## src/rtl/grf_write_arbiter_pkg.sv

```systemverilog
// rtl/grf_write_arbiter_pkg.sv - shared widths, defaults, result record and helpers for the GRF write arbiter
package grf_write_arbiter_pkg;

  localparam int REG_ADDR_W = 5;
  localparam logic [REG_ADDR_W-1:0] REG_ZERO = 5'd0;
  localparam int WB_DEPTH = 2;
  localparam int WB_STARVE_LIMIT = 4;

  typedef struct packed {
    logic [REG_ADDR_W-1:0] addr;
    logic [31:0]           data;
    logic [31:0]           pc;
  } wb_entry_t;

  typedef enum logic [1:0] {
    SRC_NONE = 2'd0,
    SRC_W    = 2'd1,
    SRC_BUF  = 2'd2
  } src_e;

  function automatic logic [31:0] reg_onehot(input logic [REG_ADDR_W-1:0] a);
    reg_onehot = 32'd1 << a;
  endfunction

endpackage

```

## src/rtl/grf_write_arbiter_if.sv

```systemverilog
// rtl/grf_write_arbiter_if.sv - W stage, long-latency, decode query and GRF write port bundle
interface grf_write_arbiter_if;
  import grf_write_arbiter_pkg::*;

  logic                  w_en;
  logic [REG_ADDR_W-1:0] w_addr;
  logic [31:0]           w_data;
  logic [31:0]           w_pc;
  logic                  w_stall;

  logic                  a_valid;
  logic                  a_ready;
  logic [REG_ADDR_W-1:0] a_addr;
  logic [31:0]           a_data;
  logic [31:0]           a_pc;

  logic                  rsv_en;
  logic [REG_ADDR_W-1:0] rsv_addr;
  logic [REG_ADDR_W-1:0] q_addr0;
  logic [REG_ADDR_W-1:0] q_addr1;
  logic                  q_busy0;
  logic                  q_busy1;

  logic                  grf_we;
  logic [REG_ADDR_W-1:0] grf_waddr;
  logic [31:0]           grf_wdata;
  logic [31:0]           grf_wpc;

  modport master (
    output w_en, w_addr, w_data, w_pc, a_valid, a_addr, a_data, a_pc,
    output rsv_en, rsv_addr, q_addr0, q_addr1,
    input  w_stall, a_ready, q_busy0, q_busy1, grf_we, grf_waddr, grf_wdata, grf_wpc
  );

  modport slave (
    input  w_en, w_addr, w_data, w_pc, a_valid, a_addr, a_data, a_pc,
    input  rsv_en, rsv_addr, q_addr0, q_addr1,
    output w_stall, a_ready, q_busy0, q_busy1, grf_we, grf_waddr, grf_wdata, grf_wpc
  );

endinterface

```

## src/rtl/grf_write_arbiter_wb_fifo.sv

```systemverilog
// rtl/grf_write_arbiter_wb_fifo.sv - DEPTH-entry FIFO holding long-latency results awaiting the write port
module grf_write_arbiter_wb_fifo
  import grf_write_arbiter_pkg::*;
#(
  parameter  int DEPTH = WB_DEPTH,
  localparam int CNT_W = $clog2(DEPTH + 1),
  localparam int PTR_W = (DEPTH > 1) ? $clog2(DEPTH) : 1
) (
  input  logic             clk,
  input  logic             reset,
  input  logic             push,
  input  wb_entry_t        push_entry,
  input  logic             pop,
  output logic [CNT_W-1:0] count,
  output wb_entry_t        head
);

  wb_entry_t        mem [DEPTH];
  logic [PTR_W-1:0] rd_ptr;
  logic [PTR_W-1:0] wr_ptr;
  logic             do_push;
  logic             do_pop;

  function automatic logic [PTR_W-1:0] next_ptr(input logic [PTR_W-1:0] p);
    next_ptr = (p == PTR_W'(DEPTH - 1)) ? '0 : p + 1'b1;
  endfunction

  // A full FIFO refuses a push even if it pops in the same cycle
  assign do_push = push && (count != CNT_W'(DEPTH));
  assign do_pop  = pop && (count != '0);
  assign head    = mem[rd_ptr];

  // Pointer and occupancy tracking
  always_ff @(posedge clk or negedge reset) begin
    if (!reset) begin
      rd_ptr <= '0;
      wr_ptr <= '0;
      count  <= '0;
    end else begin
      if (do_push) wr_ptr <= next_ptr(wr_ptr);
      if (do_pop)  rd_ptr <= next_ptr(rd_ptr);
      count <= count + CNT_W'(do_push) - CNT_W'(do_pop);
    end
  end

  // Result storage; contents are meaningless until counted in
  always_ff @(posedge clk) begin
    if (do_push) mem[wr_ptr] <= push_entry;
  end

endmodule

```

## src/rtl/grf_write_arbiter.sv

```systemverilog
// rtl/grf_write_arbiter.sv - single-owner GRF write port arbiter with pending scoreboard (optional trace: GRF_WB_TRACE_EN)
module grf_write_arbiter
  import grf_write_arbiter_pkg::*;
#(
  parameter int DEPTH        = WB_DEPTH,
  parameter int STARVE_LIMIT = WB_STARVE_LIMIT
) (
  input logic               clk,
  input logic               reset,
  grf_write_arbiter_if.slave bus
);

  localparam int CNT_W  = $clog2(DEPTH + 1);
  localparam int WAIT_W = $clog2(STARVE_LIMIT + 1);

  logic [CNT_W-1:0]      count;
  wb_entry_t             head;
  wb_entry_t             push_entry;
  wb_entry_t             commit_entry;
  logic                  push;
  logic                  pop;
  logic                  nonempty;
  logic                  starve;
  logic                  a_ready;
  logic                  w_stall;
  logic [WAIT_W-1:0]     wait_cnt;
  logic [31:0]           pending;
  logic [31:0]           pend_set;
  logic [31:0]           pend_clr;
  src_e                  sel;
  logic                  grf_we;
  logic [REG_ADDR_W-1:0] grf_waddr;
  logic [31:0]           grf_wdata;
  logic [31:0]           grf_wpc;

  assign nonempty   = (count != '0);
  assign a_ready    = (count < CNT_W'(DEPTH));
  assign push       = bus.a_valid && a_ready && (bus.a_addr != REG_ZERO);
  assign push_entry = '{addr: bus.a_addr, data: bus.a_data, pc: bus.a_pc};
  assign starve     = nonempty && (wait_cnt == WAIT_W'(STARVE_LIMIT));
  assign pop        = (sel == SRC_BUF);

  grf_write_arbiter_wb_fifo #(.DEPTH(DEPTH)) u_fifo (
    .clk        (clk),
    .reset      (reset),
    .push       (push),
    .push_entry (push_entry),
    .pop        (pop),
    .count      (count),
    .head       (head)
  );

  // One winner per cycle: a starved buffer head beats the W stage, otherwise W stage first
  always_comb begin
    sel     = SRC_NONE;
    w_stall = 1'b0;
    if (starve) begin
      sel     = SRC_BUF;
      w_stall = bus.w_en;
    end else if (bus.w_en && (bus.w_addr != REG_ZERO)) begin
      sel = SRC_W;
    end else if (nonempty) begin
      sel = SRC_BUF;
    end
  end

  // Mux the selected write onto the commit path
  always_comb begin
    commit_entry = head;
    if (sel == SRC_W) commit_entry = '{addr: bus.w_addr, data: bus.w_data, pc: bus.w_pc};
  end

  // Count how long the buffer head has been passed over
  always_ff @(posedge clk or negedge reset) begin
    if (!reset) begin
      wait_cnt <= '0;
    end else if (pop || !nonempty) begin
      wait_cnt <= '0;
    end else if (wait_cnt != WAIT_W'(STARVE_LIMIT)) begin
      wait_cnt <= wait_cnt + 1'b1;
    end
  end

  // Buffered entries never carry $0, so the head address is always a real register
  assign pend_set = (bus.rsv_en && (bus.rsv_addr != REG_ZERO)) ? reg_onehot(bus.rsv_addr) : 32'd0;
  assign pend_clr = pop ? reg_onehot(head.addr) : 32'd0;

  // Scoreboard of outstanding long-latency destinations; a new reservation wins over a retiring one
  always_ff @(posedge clk or negedge reset) begin
    if (!reset) pending <= 32'd0;
    else        pending <= (pending & ~pend_clr) | pend_set;
  end

  // Registered GRF write port
  always_ff @(posedge clk or negedge reset) begin
    if (!reset) begin
      grf_we    <= 1'b0;
      grf_waddr <= '0;
      grf_wdata <= 32'd0;
      grf_wpc   <= 32'd0;
    end else begin
      grf_we <= (sel != SRC_NONE);
      if (sel != SRC_NONE) begin
        grf_waddr <= commit_entry.addr;
        grf_wdata <= commit_entry.data;
        grf_wpc   <= commit_entry.pc;
      end
    end
  end

`ifdef GRF_WB_TRACE_EN
  // Commit trace at the edge the write is captured
  always @(posedge clk) begin
    if (reset && (sel != SRC_NONE))
      $display("%d@%h: $%d <= %h", $time, commit_entry.pc, commit_entry.addr, commit_entry.data);
  end
`endif

  assign bus.a_ready   = a_ready;
  assign bus.w_stall   = w_stall;
  assign bus.q_busy0   = (bus.q_addr0 != REG_ZERO) && pending[bus.q_addr0];
  assign bus.q_busy1   = (bus.q_addr1 != REG_ZERO) && pending[bus.q_addr1];
  assign bus.grf_we    = grf_we;
  assign bus.grf_waddr = grf_waddr;
  assign bus.grf_wdata = grf_wdata;
  assign bus.grf_wpc   = grf_wpc;

endmodule

```

## src/flat_wrapper.sv

```systemverilog
// flat-port wrapper written by rule: the top's interface ports become plain ports
module grf_write_arbiter_flat import grf_write_arbiter_pkg::*;
#(
  parameter int DEPTH        = WB_DEPTH,
  parameter int STARVE_LIMIT = WB_STARVE_LIMIT
)
  (clk, reset, bus_w_en, bus_w_addr, bus_w_data, bus_w_pc, bus_a_valid, bus_a_addr, bus_a_data, bus_a_pc, bus_rsv_en, bus_rsv_addr, bus_q_addr0, bus_q_addr1, bus_w_stall, bus_a_ready, bus_q_busy0, bus_q_busy1, bus_grf_we, bus_grf_waddr, bus_grf_wdata, bus_grf_wpc);
  grf_write_arbiter_if bus_i ();
  input logic clk;
  input logic reset;
  input wire logic [$bits(bus_i.w_en)-1:0] bus_w_en;
  input wire logic [$bits(bus_i.w_addr)-1:0] bus_w_addr;
  input wire logic [$bits(bus_i.w_data)-1:0] bus_w_data;
  input wire logic [$bits(bus_i.w_pc)-1:0] bus_w_pc;
  input wire logic [$bits(bus_i.a_valid)-1:0] bus_a_valid;
  input wire logic [$bits(bus_i.a_addr)-1:0] bus_a_addr;
  input wire logic [$bits(bus_i.a_data)-1:0] bus_a_data;
  input wire logic [$bits(bus_i.a_pc)-1:0] bus_a_pc;
  input wire logic [$bits(bus_i.rsv_en)-1:0] bus_rsv_en;
  input wire logic [$bits(bus_i.rsv_addr)-1:0] bus_rsv_addr;
  input wire logic [$bits(bus_i.q_addr0)-1:0] bus_q_addr0;
  input wire logic [$bits(bus_i.q_addr1)-1:0] bus_q_addr1;
  output wire logic [$bits(bus_i.w_stall)-1:0] bus_w_stall;
  output wire logic [$bits(bus_i.a_ready)-1:0] bus_a_ready;
  output wire logic [$bits(bus_i.q_busy0)-1:0] bus_q_busy0;
  output wire logic [$bits(bus_i.q_busy1)-1:0] bus_q_busy1;
  output wire logic [$bits(bus_i.grf_we)-1:0] bus_grf_we;
  output wire logic [$bits(bus_i.grf_waddr)-1:0] bus_grf_waddr;
  output wire logic [$bits(bus_i.grf_wdata)-1:0] bus_grf_wdata;
  output wire logic [$bits(bus_i.grf_wpc)-1:0] bus_grf_wpc;
  assign bus_i.w_en = bus_w_en;
  assign bus_i.w_addr = bus_w_addr;
  assign bus_i.w_data = bus_w_data;
  assign bus_i.w_pc = bus_w_pc;
  assign bus_i.a_valid = bus_a_valid;
  assign bus_i.a_addr = bus_a_addr;
  assign bus_i.a_data = bus_a_data;
  assign bus_i.a_pc = bus_a_pc;
  assign bus_i.rsv_en = bus_rsv_en;
  assign bus_i.rsv_addr = bus_rsv_addr;
  assign bus_i.q_addr0 = bus_q_addr0;
  assign bus_i.q_addr1 = bus_q_addr1;
  assign bus_w_stall = bus_i.w_stall;
  assign bus_a_ready = bus_i.a_ready;
  assign bus_q_busy0 = bus_i.q_busy0;
  assign bus_q_busy1 = bus_i.q_busy1;
  assign bus_grf_we = bus_i.grf_we;
  assign bus_grf_waddr = bus_i.grf_waddr;
  assign bus_grf_wdata = bus_i.grf_wdata;
  assign bus_grf_wpc = bus_i.grf_wpc;
  grf_write_arbiter #(.DEPTH(DEPTH), .STARVE_LIMIT(STARVE_LIMIT)) u_core (.clk(clk), .reset(reset), .bus(bus_i));
endmodule
```

## config.mk

```make
export PLATFORM = sky130hd
export DESIGN_NAME = grf_write_arbiter_flat
export DESIGN_NICKNAME = d
export VERILOG_FILES = /design/src/rtl/grf_write_arbiter_pkg.sv /design/src/rtl/grf_write_arbiter_if.sv /design/src/rtl/grf_write_arbiter_wb_fifo.sv /design/src/rtl/grf_write_arbiter.sv /design/src/flat_wrapper.sv
export SDC_FILE = /design/constraint.sdc
export NUM_CORES = 1
export LEC_CHECK = 0
export CORE_ASPECT_RATIO = 0.8
export CORE_MARGIN = 2
export CORE_UTILIZATION = 40
export DETAILED_ROUTE_END_ITERATION = 16
export PLACE_DENSITY_LB_ADDON = 0.08
export REMOVE_ABC_BUFFERS = 1
export SYNTH_ARGS = -nofsm -noshare
export SYNTH_HDL_FRONTEND = slang
export SYNTH_HIERARCHICAL = 1
export SYNTH_SLANG_ARGS = --single-unit
```

## constraint.sdc

```tcl
create_clock -name clk -period 4.7 [get_ports clk]
set_clock_uncertainty 0.15 [all_clocks]
set_input_delay 0.47 -clock clk [delete_from_list [all_inputs] [get_ports clk]]
set_output_delay 0.47 -clock clk [all_outputs]
set_load 0.02 [all_outputs]
```

# Yosys cells after proc, flatten, opt, wreduce, memory -nomap -nowiden

Memory sizes are Yosys's and may differ from the RTL's.
Cells that the tools add are included.

Input bits: 158
Bits in writable memories: 138
Word-level logic and storage cells: 64
Memories kept: 1
Flip-flop bits (word level): 109

Memories:

| name              | words | width | read ports | clocked after memory_dff | wr ports | RTL line                        | RTL |
|---|---|---|---|---|---|---|---|
| u_core.u_fifo.mem | 2     | 69    | 1          | 0                        | 1        | grf_write_arbiter_wb_fifo.sv:18 | `wb_entry_t mem [DEPTH];` |

Shift operators: 2
Add/subtract/negate cells: 5
Equal/unequal tests: 5
Multiplexer cells: 17
$lt $le $gt $ge: 3
Bitwise gates (word level): 3
Reduce and logical (&&, ||, !) cells: 19

Operators with widths:

| cell                                                                          | count |
|---|---|
| 69-bit 2-to-1 mux                                                             | 1 |
| 32-bit 2-to-1 mux                                                             | 2 |
| 1-bit by 5-bit left shift with 32-bit output (first input constant)           | 2 |
| 32-bit AND                                                                    | 1 |
| 32-bit inverter                                                               | 1 |
| 32-bit OR                                                                     | 1 |
| 5-bit nonzero test                                                            | 5 |
| 5-bit by 6-bit less-than comparator with 1-bit output (second input constant) | 2 |
| 1-bit binary-select mux with 5-bit select                                     | 2 |
| 1-bit logical AND                                                             | 9 |
| 1-bit 2-to-1 mux                                                              | 7 |
| 2-bit 2-to-1 mux                                                              | 3 |
| 3-bit 2-to-1 mux                                                              | 2 |
| 2-bit nonzero test                                                            | 3 |
| 3-bit by 1-bit adder with 3-bit output (second input constant)                | 1 |
| 3-bit == test (second input constant)                                         | 1 |
| 3-bit != test (second input constant)                                         | 1 |
| 1-bit adder (second input constant)                                           | 2 |
| 2-bit by 1-bit adder with 2-bit output                                        | 1 |
| 2-bit by 1-bit == test with 1-bit output (second input constant)              | 1 |
| 2-bit == test (second input constant)                                         | 1 |
| 2-bit less-than comparator (second input constant)                            | 1 |
| 2-bit != test (second input constant)                                         | 1 |
| 2-bit by 1-bit subtractor with 2-bit output                                   | 1 |
| 2 further kinds                                                               | 2 |

# Logic depth before layout (Yosys ltp)

Gate-level depths: netlist (run 1).

Depth in word-level cells: 9
Mapped depth: 12
Depth with buffers taken out: 10

# Cells and area by module

The synthesis (run 1) kept the hierarchy.

Modules (own cells, without submodules):

| module                    | seq. area each (um2) | area each (um2) | times used | cells an instance |
|---|---|---|---|---|
| grf_write_arbiter         | 2,627.5              | 5,338.9         | 1          | 500 |
| grf_write_arbiter_wb_fifo | 4,244.1              | 5,222.5         | 1          | 237 |

# Worst setup path before layout (run 1)

No wires, ideal clock.

Path kind: flip-flop to flip-flop
From: register u_core.u_fifo.count[1]
To: memory u_core/u_fifo/mem[0][0] in the netlist's numbering (enable)
Path buffers: 0
Arrival time: 3.900 ns
Path slack: 0.153 ns
Cell stages (with the launch flop): 5
Data required time: 4.053 ns
Path through: dfrtp_1 > inv_1 > o311a_1 > o21ai_1 > nor2_1

Longest elaborated chain between the ends: 6
Elaborated cells on any way between the ends: 7
Those cells by class: order compare: 1; eq/ne: 1; mux: 2; reduce/logical: 3

RTL lines:

| what                                   | RTL line                        | RTL |
|---|---|---|
| start: declaration                     | grf_write_arbiter_wb_fifo.sv:14 | `output logic [CNT_W-1:0] count,` |
| start signal: assignment               | grf_write_arbiter_wb_fifo.sv:42 | `count <= count + CNT_W'(do_push) - CNT_W'(do_pop);` |
| 2-bit less-than comparator             | grf_write_arbiter.sv:37         | `assign a_ready = (count < CNT_W'(DEPTH));` |
| via bus_a_ready                        | flat_wrapper.sv:24              | `output wire logic [$bits(bus_i.a_ready)-1:0] bus_a_ready;` |
| 1-bit logical AND (2 in series)        | grf_write_arbiter.sv:38         | `assign push = bus.a_valid && a_ready && (bus.a_addr != REG_ZERO);` |
| via u_core.push                        | grf_write_arbiter.sv:20         | `logic push;` |
| 1-bit logical AND                      | grf_write_arbiter_wb_fifo.sv:29 | `assign do_push = push && (count != CNT_W'(DEPTH));` |
| 1-bit 2-to-1 mux                       | grf_write_arbiter_wb_fifo.sv:48 | `if (do_push) mem[wr_ptr] <= push_entry;` |
| 1-bit 2-to-1 mux (not written as such) | grf_write_arbiter_wb_fifo.sv:48 |  |
| end: declaration                       | grf_write_arbiter_wb_fifo.sv:18 |  |

The timed path passes the listed nets, and every way through them passes these cells.

# Worst setup path in the final report (run 1)

From: input port bus_q_addr0[0]
To: output port bus_q_busy0

Longest elaborated chain between the ends: 3
Elaborated cells on any way between the ends: 4
Those cells by class: mux: 2; reduce/logical: 2

RTL lines:

| what                                      | RTL line                 | RTL |
|---|---|---|
| start: declaration                        | flat_wrapper.sv:21       | `input wire logic [$bits(bus_i.q_addr0)-1:0] bus_q_addr0;` |
| 1-bit binary-select mux with 5-bit select | grf_write_arbiter.sv:121 | `assign bus.q_busy0 = (bus.q_addr0 != REG_ZERO) && pending[bus.q_addr0];` |
| 1-bit 2-to-1 mux (not written as such)    | grf_write_arbiter.sv:121 |  |
| 1-bit logical AND (*)                     | grf_write_arbiter.sv:121 |  |
| end: declaration                          | flat_wrapper.sv:25       | `output wire logic [$bits(bus_i.q_busy0)-1:0] bus_q_busy0;` |

Mark *: on every way between the ends. The rest lies on a longest branch, timed or not. The select of a mux whose other input is x is not followed.

==> impl_metrics.ini, run 1 <==
[logic_synthesis]
synth_cell_type_count = 43
synth-edff-count = 138
yosys-top-cells-count = 138 x edfxtp_1, 109 x dfrtp_1, 101 x o21ai_0
synth.most_common_cell = edfxtp_1
ys_seq_area_frac = 0.651
async_reset_ff_frac = 0.441
ys_seq_elements = 247
netlist_area_mm2 = 0.0106
ys_warn_count = 6
synth_cells = 737
synth.top_cells.by_area = edfxtp_1 39%, dfrtp_1 26%, mux2_2 7.6%
synth_area_per_cell_um2 = 14.3
post-synth-top-area-cell = edfxtp_1
synth.top_cell.area_share = 0.392
synthFlopType = edfxtp_1

[final_layout]
fin_nets = 1123
design_area_mm2 = 0.0140
drive_gt1_frac = 0.148
instances_no_fill = 1341
areaGrowthSynthToFinish_pct = 32.9

[power]
p_leak_nw = 5.16
clkPwrFrac = 0.249
power.total_mw = 8.13
net-switching-power_mw = 2.64
p_per_area_mw_per_mm2 = 579
pwr-share-comb = 0.339
swShare = 0.325
peakVddDrop_mv = 0.296
intPower_mw = 5.49
sequentialPowerShare = 0.411

[timing]
finalCriticalPeriod_ns = 3.57
setup_tns_ns = 0
rsz0062_at_grt = false
hold_violations = 0
fmax_mhz = 280
worstMarginPinSlew_ns = 0.849
relSlewSlack = 0.434
final_max_slew_viol_count = 0
worst_slack_ns = 1.13
setup_viol = 0
min_period_over_period = 0.759

[drt]
dr.pass1.iters = 5
drt-initial-drc-count = 383
met3_length_mm = 1.99
num_vias = 6831
met2_length_mm = 10.8
wl_mm = 25.4
drc = 0
wl_per_cell_um = 18.9
routed_via_density = 5.09
antenna_left = 0
drt-met1-wl_mm = 12.2
highest_layer = met5

[clock_network]
postCtsSetupBuffers = 0
clock-sinks = 247
cts.clk_slew.worst_paths_ns = 0.06
clock_latency_ns = 0.53
cts_inserted_buffers = 27
root_buffer = clkbuf_16
htree_levels = 1
cts_buffer_depth = 3
cts_tree = yes

[worst_hold_path]
hold_path.class = in -> async

[placed_design]
io_buffers = 231
dp_hpwl_mm = 17.4
placed_cell_area_mm2 = 0.0132
post-place-ws_ns = 1.10
place.gp.congestion = 0.882
dp.cells = 1289

[die]
die_h_um = 149
rows = 53
boundaryPins = 232
core_area_mm2 = 0.0261
start_util = 0.404
dieWidth_um = 186
dieArea_mm2 = 0.0277

[run]
maxCapViolCount = 0

[worst_setup_path]
required_ns = 4.08
crit_path_end_kind = output port
setup.worst_path.class = in -> out
worstPathMaxFanout = 6
cp-start-kind = input pin
cp.arrival_ns = 2.95
reg2reg_slack_ns = 1.78

[run_status]
outcome = complete, no violations

[grt]
grt_pass1_vias = 6980
grt_pass1_wl_mm = 39.6
antenna_found_initial = 2
grt_max_degree = 67
grtUsageTotal = 0.186
overflow = 0
## sequential cells by signal (all words and copies together), names as in the netlist
name,count
u_core/bus.grf_waddr,5
u_core/bus.grf_wdata,32
u_core/bus.grf_we,1
u_core/bus.grf_wpc,32
u_core/pending,32
u_core/u_fifo/count,2
u_core/u_fifo/mem,138
u_core/u_fifo/rd_ptr,1
u_core/u_fifo/wr_ptr,1
u_core/wait_cnt,3
## final timing paths
check,from,endpoint,cells after the start
max,bus_q_addr0[0],bus_q_busy0,6
max reg2reg,u_core/u_fifo/count[0],u_core/u_fifo/count[1],8
min reg2reg,u_core/wait_cnt[0],u_core/wait_cnt[0],1
max in group asynchronous,reset,u_core/bus.grf_wpc[1],3
min,reset,u_core/pending[11],2
min in group clk,u_core/wait_cnt[0],u_core/wait_cnt[0],1
## layout by cell type (no fill, tap or decap), types with 3 or more instances in the layout
cell and n:
nand3b_1 4, or3_1 3, nor3_1 3, buf_4 12, o41ai_1 16, nand3_1 8
nor2_1 7, nor3b_1 3, clkbuf_16 27, mux2i_1 75, nor2_4 3, inv_1 6
dfrtp_1 108, edfxtp_1 138, mux4_2 15, nand2_1 76, clkbuf_1 5, xnor2_1 4
mux2_2 71, clkdlybuf4s50_1 230, nor2b_1 4, or3b_2 3, nand2b_1 3, clkinv_2 3
o21ai_0 101, o31ai_1 15, clkinv_1 9, o211ai_1 3, ha_1 3
## layout make-up
type / instances / area, um2
repair buffers: 243 / 2400
clock buffers: 34 / 722
diodes: 1 / 2.50
fillers: 2295 / 12100
flip-flops and latches: 247 / 6880
inverters: 6 / 22.5
clock inverters: 16 / 134
well taps: 357 / 447
multi-input cells: 437 / 3430
## per-stage QoR
stage                      util  hold WS (ns)
after global routing      0.537         0.333
after floorplan               -        0.0244
final                     0.537         0.305
after global placement    0.504         0.310
after detailed placement  0.504         0.311
after CTS                 0.537         0.303
## per-layer routing
layer | GRT usage | vias to the layer above
li1 | - | 3234
met1 | 0.280 | 3336
met2 | 0.268 | 231
met3 | 0.0547 | 28
met4 | 0.0354 | 2
met5 | 0 | -
## timing repair
action,4_1_cts,5_1_grt
hold endpoints to repair,35,0
hold buffers,1,0
gates resized for setup,0,0
endpoints found under the setup margin,0,0
## critical path, cell delays in order
cell             delay [ns]
clkdlybuf4s50_1        0.68
mux4_2                 0.55
mux2i_1                0.14
nor3b_1                0.06
or4_1                  0.50
clkdlybuf4s50_1        0.55
## cells by family after synthesis
| logic type | share of synthesized area |
|---|---|
| flops | 0.651 |
| mux | 0.179 |
| compound gates | 0.0839 |
| simple gates | 0.0534 |
| buf+inv | 0.0264 |
| xor+xnor | 0.00332 |
| fa+ha+maj | 0.00355 |
## power groups by stage
stage | registers, mW | clock network [mW] | logic (mW)
floorplan | 3.55 | 0 | 1.58
global placement | 3.38 | 0 | 2.77
detailed placement | 3.38 | 0 | 2.79
CTS | 3.35 | 2.08 | 2.81
global route | 3.42 | 2.16 | 3.01
finish | 3.34 | 2.03 | 2.76
Note: power is estimated with default switching activity, not from simulation.
==> inputs of run 2 (changes only) <==
clock period = 3.42 ns   (was 4.7 ns; I/O delays follow)
==> impl_metrics.ini, run 2 (synthesis gave the netlist of run 1 again) <==
[worst_setup_path]
setup.worst_path.class = reg -> out
reg2reg_slack_ns = 0.90
cp_slowest_cell = clkdlybuf4s50_1
crit_path_end_kind = output port
worstPathMaxFanout = 3
crit_chain = mux4_2 -> mux2i_1 -> nor3b_1 -> or4_1 -> clkdlybuf4s50_1
cp-start-kind = flop
crit_path_max_incr_delay_ns = 0.54
cp.arrival_ns = 2.67
required_ns = 2.93

[clock_network]
root_buffer = clkbuf_16
clock-sinks = 247
cts_inserted_buffers = 26
postCtsSetupBuffers = 0
cts_buffer_depth = 3
cts.clk_slew.worst_paths_ns = 0.06
clock_latency_ns = 0.52
htree_levels = 1
cts_tree = yes

[timing]
hold_violations = 0
final_max_slew_viol_count = 0
hold_ws_ns = 0.225
relSlewSlack = 0.544
worstMarginPinSlew_ns = 0.683
setup_viol = 0
fmax_mhz = 316
min_period_over_period = 0.925
rsz0062_at_grt = false
finalCriticalPeriod_ns = 3.16

[drt]
drc = 0
drt-initial-drc-count = 389
wl_mm = 25.2
num_vias = 6822
dr.pass1.iters = 5
routed_via_density = 5.09
antenna_left = 0
wl_per_cell_um = 18.8

[power]
p_leak_nw = 5.21
p_per_area_mw_per_mm2 = 797
peakVddDrop_mv = 0.435
power.total_mw = 11.2

[final_layout]
areaGrowthSynthToFinish_pct = 33.7
final_common_cell = clkdlybuf4s50_1
layout_common_cells = 229 x clkdlybuf4s50_1, 138 x edfxtp_1, 108 x dfrtp_1
largest_reg_flops = 138
fin_nets = 1124
top_register = u_core/u_fifo/mem
drive_gt1_frac = 0.154

[run]
maxCapViolCount = 0

[placed_design]
place.gp.congestion = 0.791
io_buffers = 231
dp_hpwl_mm = 16.9

[grt]
grt_max_degree = 92
antenna_found_initial = 3
grt_pass1_vias = 6663
overflow = 0
grt_pass1_wl_mm = 38.5
grtUsageTotal = 0.181

[die]
core_area_mm2 = 0.0261
boundaryPins = 232
rows = 53
dieWidth_um = 186
die_h_um = 149
start_util = 0.404
dieArea_mm2 = 0.0277

[run_status]
outcome = complete, no violations

[worst_hold_path]
hold_path.class = in -> reg
-- run 2: report_power, final --
| group | internal (mW) | switching, mW | total (mW) |
|---|---|---|---|
| logic | 1.90 | 1.94 | 3.84 |
| registers | 4.04 | 0.535 | 4.57 |
| clock network | 1.71 | 1.13 | 2.84 |
-- run 2: per-layer routing --
layer,vias up,wire [um],GRT usage
li1,3255,-,-
met1,3317,12400,0.276
met2,211,10400,0.258
met3,35,1940,0.0481
met4,4,502,0.0413
met5,-,21,0
-- run 2: through the flow --
stage	TNS [ns]	util	instance area, um2	instances	setup WS [ns]
6_report	0	0.540	14100	1341	0.255
5_1_grt	0	0.540	14100	1340	0.0873
4_1_cts	0	0.540	14100	1340	0.0715
3_5_place_dp	0	0.507	13200	1291	0.0715
3_3_place_gp	0	0.507	13200	1291	0.110
2_1_floorplan	-445.03	-	10300	690	-3.69
-- run 2: worst paths after layout --
kind / from / to / depth (start not counted)
max reg2reg: u_core/u_fifo/count[0] / u_core/u_fifo/count[1] / 8
min: bus_w_pc[20] / u_core/bus.grf_wpc[20] / 3
max in group asynchronous: reset / u_core/u_fifo/rd_ptr / 3
max: u_core/pending[23] / bus_q_busy0 / 5
min reg2reg: u_core/wait_cnt[0] / u_core/wait_cnt[0] / 1
min in group asynchronous: reset / u_core/bus.grf_wpc[15] / 2
-- run 2: area by class of cell --
class                           count  area [um2]
Antenna cell                        1        2.50
Clock buffer                       34         722
Clock inverter                     14         145
Fill cell                        2243       12000
Inverter                            6        22.5
Multi-Input combinational cell    437        3430
Sequential cell                   247        6880
Tap cell                          357         447
Timing Repair Buffer              245        2470
-- run 2: critical path, delay by kind of cell (launching register included) --
| kind | cells | cell delay, ns |
|---|---|---|
| buf+inv | 1 | 0.54 |
| simple gates | 2 | 0.56 |
| mux | 2 | 0.63 |
| flops | 1 | 0.43 |
-- run 2: what timing repair did --
action,in CTS,in global routing
setup endpoints to repair,0,1
hold endpoints to repair,40,0
hold buffers,1,0
gates resized for setup,0,1
==> inputs of run 3 (changes only) <==
clock period = 3.74 ns   (was 3.42 ns; I/O delays follow)
==> impl_metrics.ini, run 3 (synthesis gave the netlist of run 1 again) <==
[grt]
grt_max_degree = 70
overflow = 0
antenna_found_initial = 3
grt_pass1_vias = 6799
grtUsageTotal = 0.185
grt_pass1_wl_mm = 39.2

[worst_setup_path]
worstPathMaxFanout = 6
setup.worst_path.class = in -> out
cp_slowest_cell = clkdlybuf4s50_1
cp.arrival_ns = 2.88
required_ns = 3.22
crit_path_max_incr_delay_ns = 0.69
crit_family = buffers and inverters
cp-start-kind = input pin
crit_chain = clkdlybuf4s50_1 -> mux4_2 -> mux2i_1 -> nor3b_1 -> or4_1 -> clkdlybuf4s50_1
cpMostUsedCell = clkdlybuf4s50_1
crit_path_end_kind = output port
crit_buf_inv = 2

[power]
p_leak_nw = 5.16
p_per_area_mw_per_mm2 = 725
clkPwrFrac = 0.244
swShare = 0.322
net-switching-power_mw = 3.29
peakVddDrop_mv = 0.381
intPower_mw = 6.92
sequentialPowerShare = 0.409
pwr-share-comb = 0.347

[die]
boundaryPins = 232
dieArea_mm2 = 0.0277
die_h_um = 149
start_util = 0.404
core_area_mm2 = 0.0261
dieWidth_um = 186
rows = 53

[drt]
drc = 0
wl_mm = 25.4
routed_via_density = 5.06
wl_per_cell_um = 18.9
num_vias = 6782
dr.pass1.iters = 4
drt-initial-drc-count = 335
antenna_left = 0

[timing]
setup_viol = 0
worstMarginPinSlew_ns = 0.894
relSlewSlack = 0.404
rsz0062_at_grt = false
min_period_over_period = 0.909
hold_violations = 0
hold_ws_ns = 0.254
fmax_mhz = 294
finalCriticalPeriod_ns = 3.40
final_max_slew_viol_count = 0
setup_tns_ns = 0

[placed_design]
place.gp.congestion = 0.834
io_buffers = 231
placed_cell_area_mm2 = 0.0132
dp_hpwl_mm = 17.5

[final_layout]
fin_nets = 1123
top_register = u_core/u_fifo/mem
areaGrowthSynthToFinish_pct = 33.2
drive_gt1_frac = 0.150
layout_common_cells = 230 x clkdlybuf4s50_1, 138 x edfxtp_1, 108 x dfrtp_1
final_common_cell = clkdlybuf4s50_1
largest_reg_flops = 138
fin_util = 0.538
design_area_mm2 = 0.0141

[clock_network]
clock-sinks = 247
post_cts_resized = 0
htree_levels = 1
cts.clk_slew.worst_paths_ns = 0.06
root_buffer = clkbuf_16
cts_tree = yes
clock_latency_ns = 0.52
cts_buffer_depth = 3
cts_inserted_buffers = 26

[run]
maxCapViolCount = 0

[worst_hold_path]
hold_path.class = in -> reg

[run_status]
outcome = complete, no violations
run 3: final cells by class:
class | count | area (um2)
fill | 2289 | 12100
sequential | 247 | 6880
multi-input combinational | 437 | 3430
timing repair buffer | 244 | 2460
clock buffer | 37 | 723
tap | 357 | 447
clock inverter | 11 | 105
inverter | 6 | 22.5
antenna | 1 | 2.50
run 3: timing repair:
action | 4_1_cts | 5_1_grt
hold buffers | 1 | 0
endpoints found under the hold margin | 56 | 0
setup buffers | 0 | 0
run 3: power by group through the flow:
stage	clock network, mW	registers (mW)	logic, mW
floorplan	0	4.42	1.89
global placement	0	4.22	3.55
detailed placement	0	4.22	3.58
CTS	2.57	4.17	3.59
global route	2.68	4.26	3.85
finish	2.50	4.17	3.54
run 3: path summary, 6_finish.rpt:
path / from / end / slack, ns / depth (start not counted)
max: bus_q_addr0[0] / bus_q_busy0 / 0.34 / 6
min: bus_w_data[26] / u_core/bus.grf_wdata[26] / 0.25 / 3
max reg2reg: u_core/u_fifo/count[0] / u_core/u_fifo/count[1] / 0.65 / 8
min reg2reg: u_core/wait_cnt[0] / u_core/wait_cnt[0] / 0.33 / 1
max in group asynchronous: reset / u_core/u_fifo/rd_ptr / 2.27 / 3
min in group asynchronous: reset / u_core/pending[9] / 0.34 / 2
run 3: stage by stage:
| stage | power, mW | worst slack [ns] | cells |
|---|---|---|---|
| detailed placement | 7.79 | 0.303 | 1290 |
| CTS | 10.3 | 0.303 | 1339 |
| floorplan | 6.31 | -3.37 | 690 |
| global route | 10.8 | 0.234 | 1339 |
| global placement | 7.78 | 0.334 | 1290 |
| finish | 10.2 | 0.340 | 1340 |
run 3: tightest hold or removal path: stages:
cell             delay, ns
clkdlybuf4s50_1       0.40
nand2_1               0.05
o21ai_0               0.06
run 3: per-layer routing:
metal  vias up  share of wire  GRT usage
met1      3277           0.48      0.275
met5         -         0.0011          0
met3        30          0.079     0.0530
met4         4          0.014     0.0343
li1       3245              -          -
met2       226           0.43      0.271
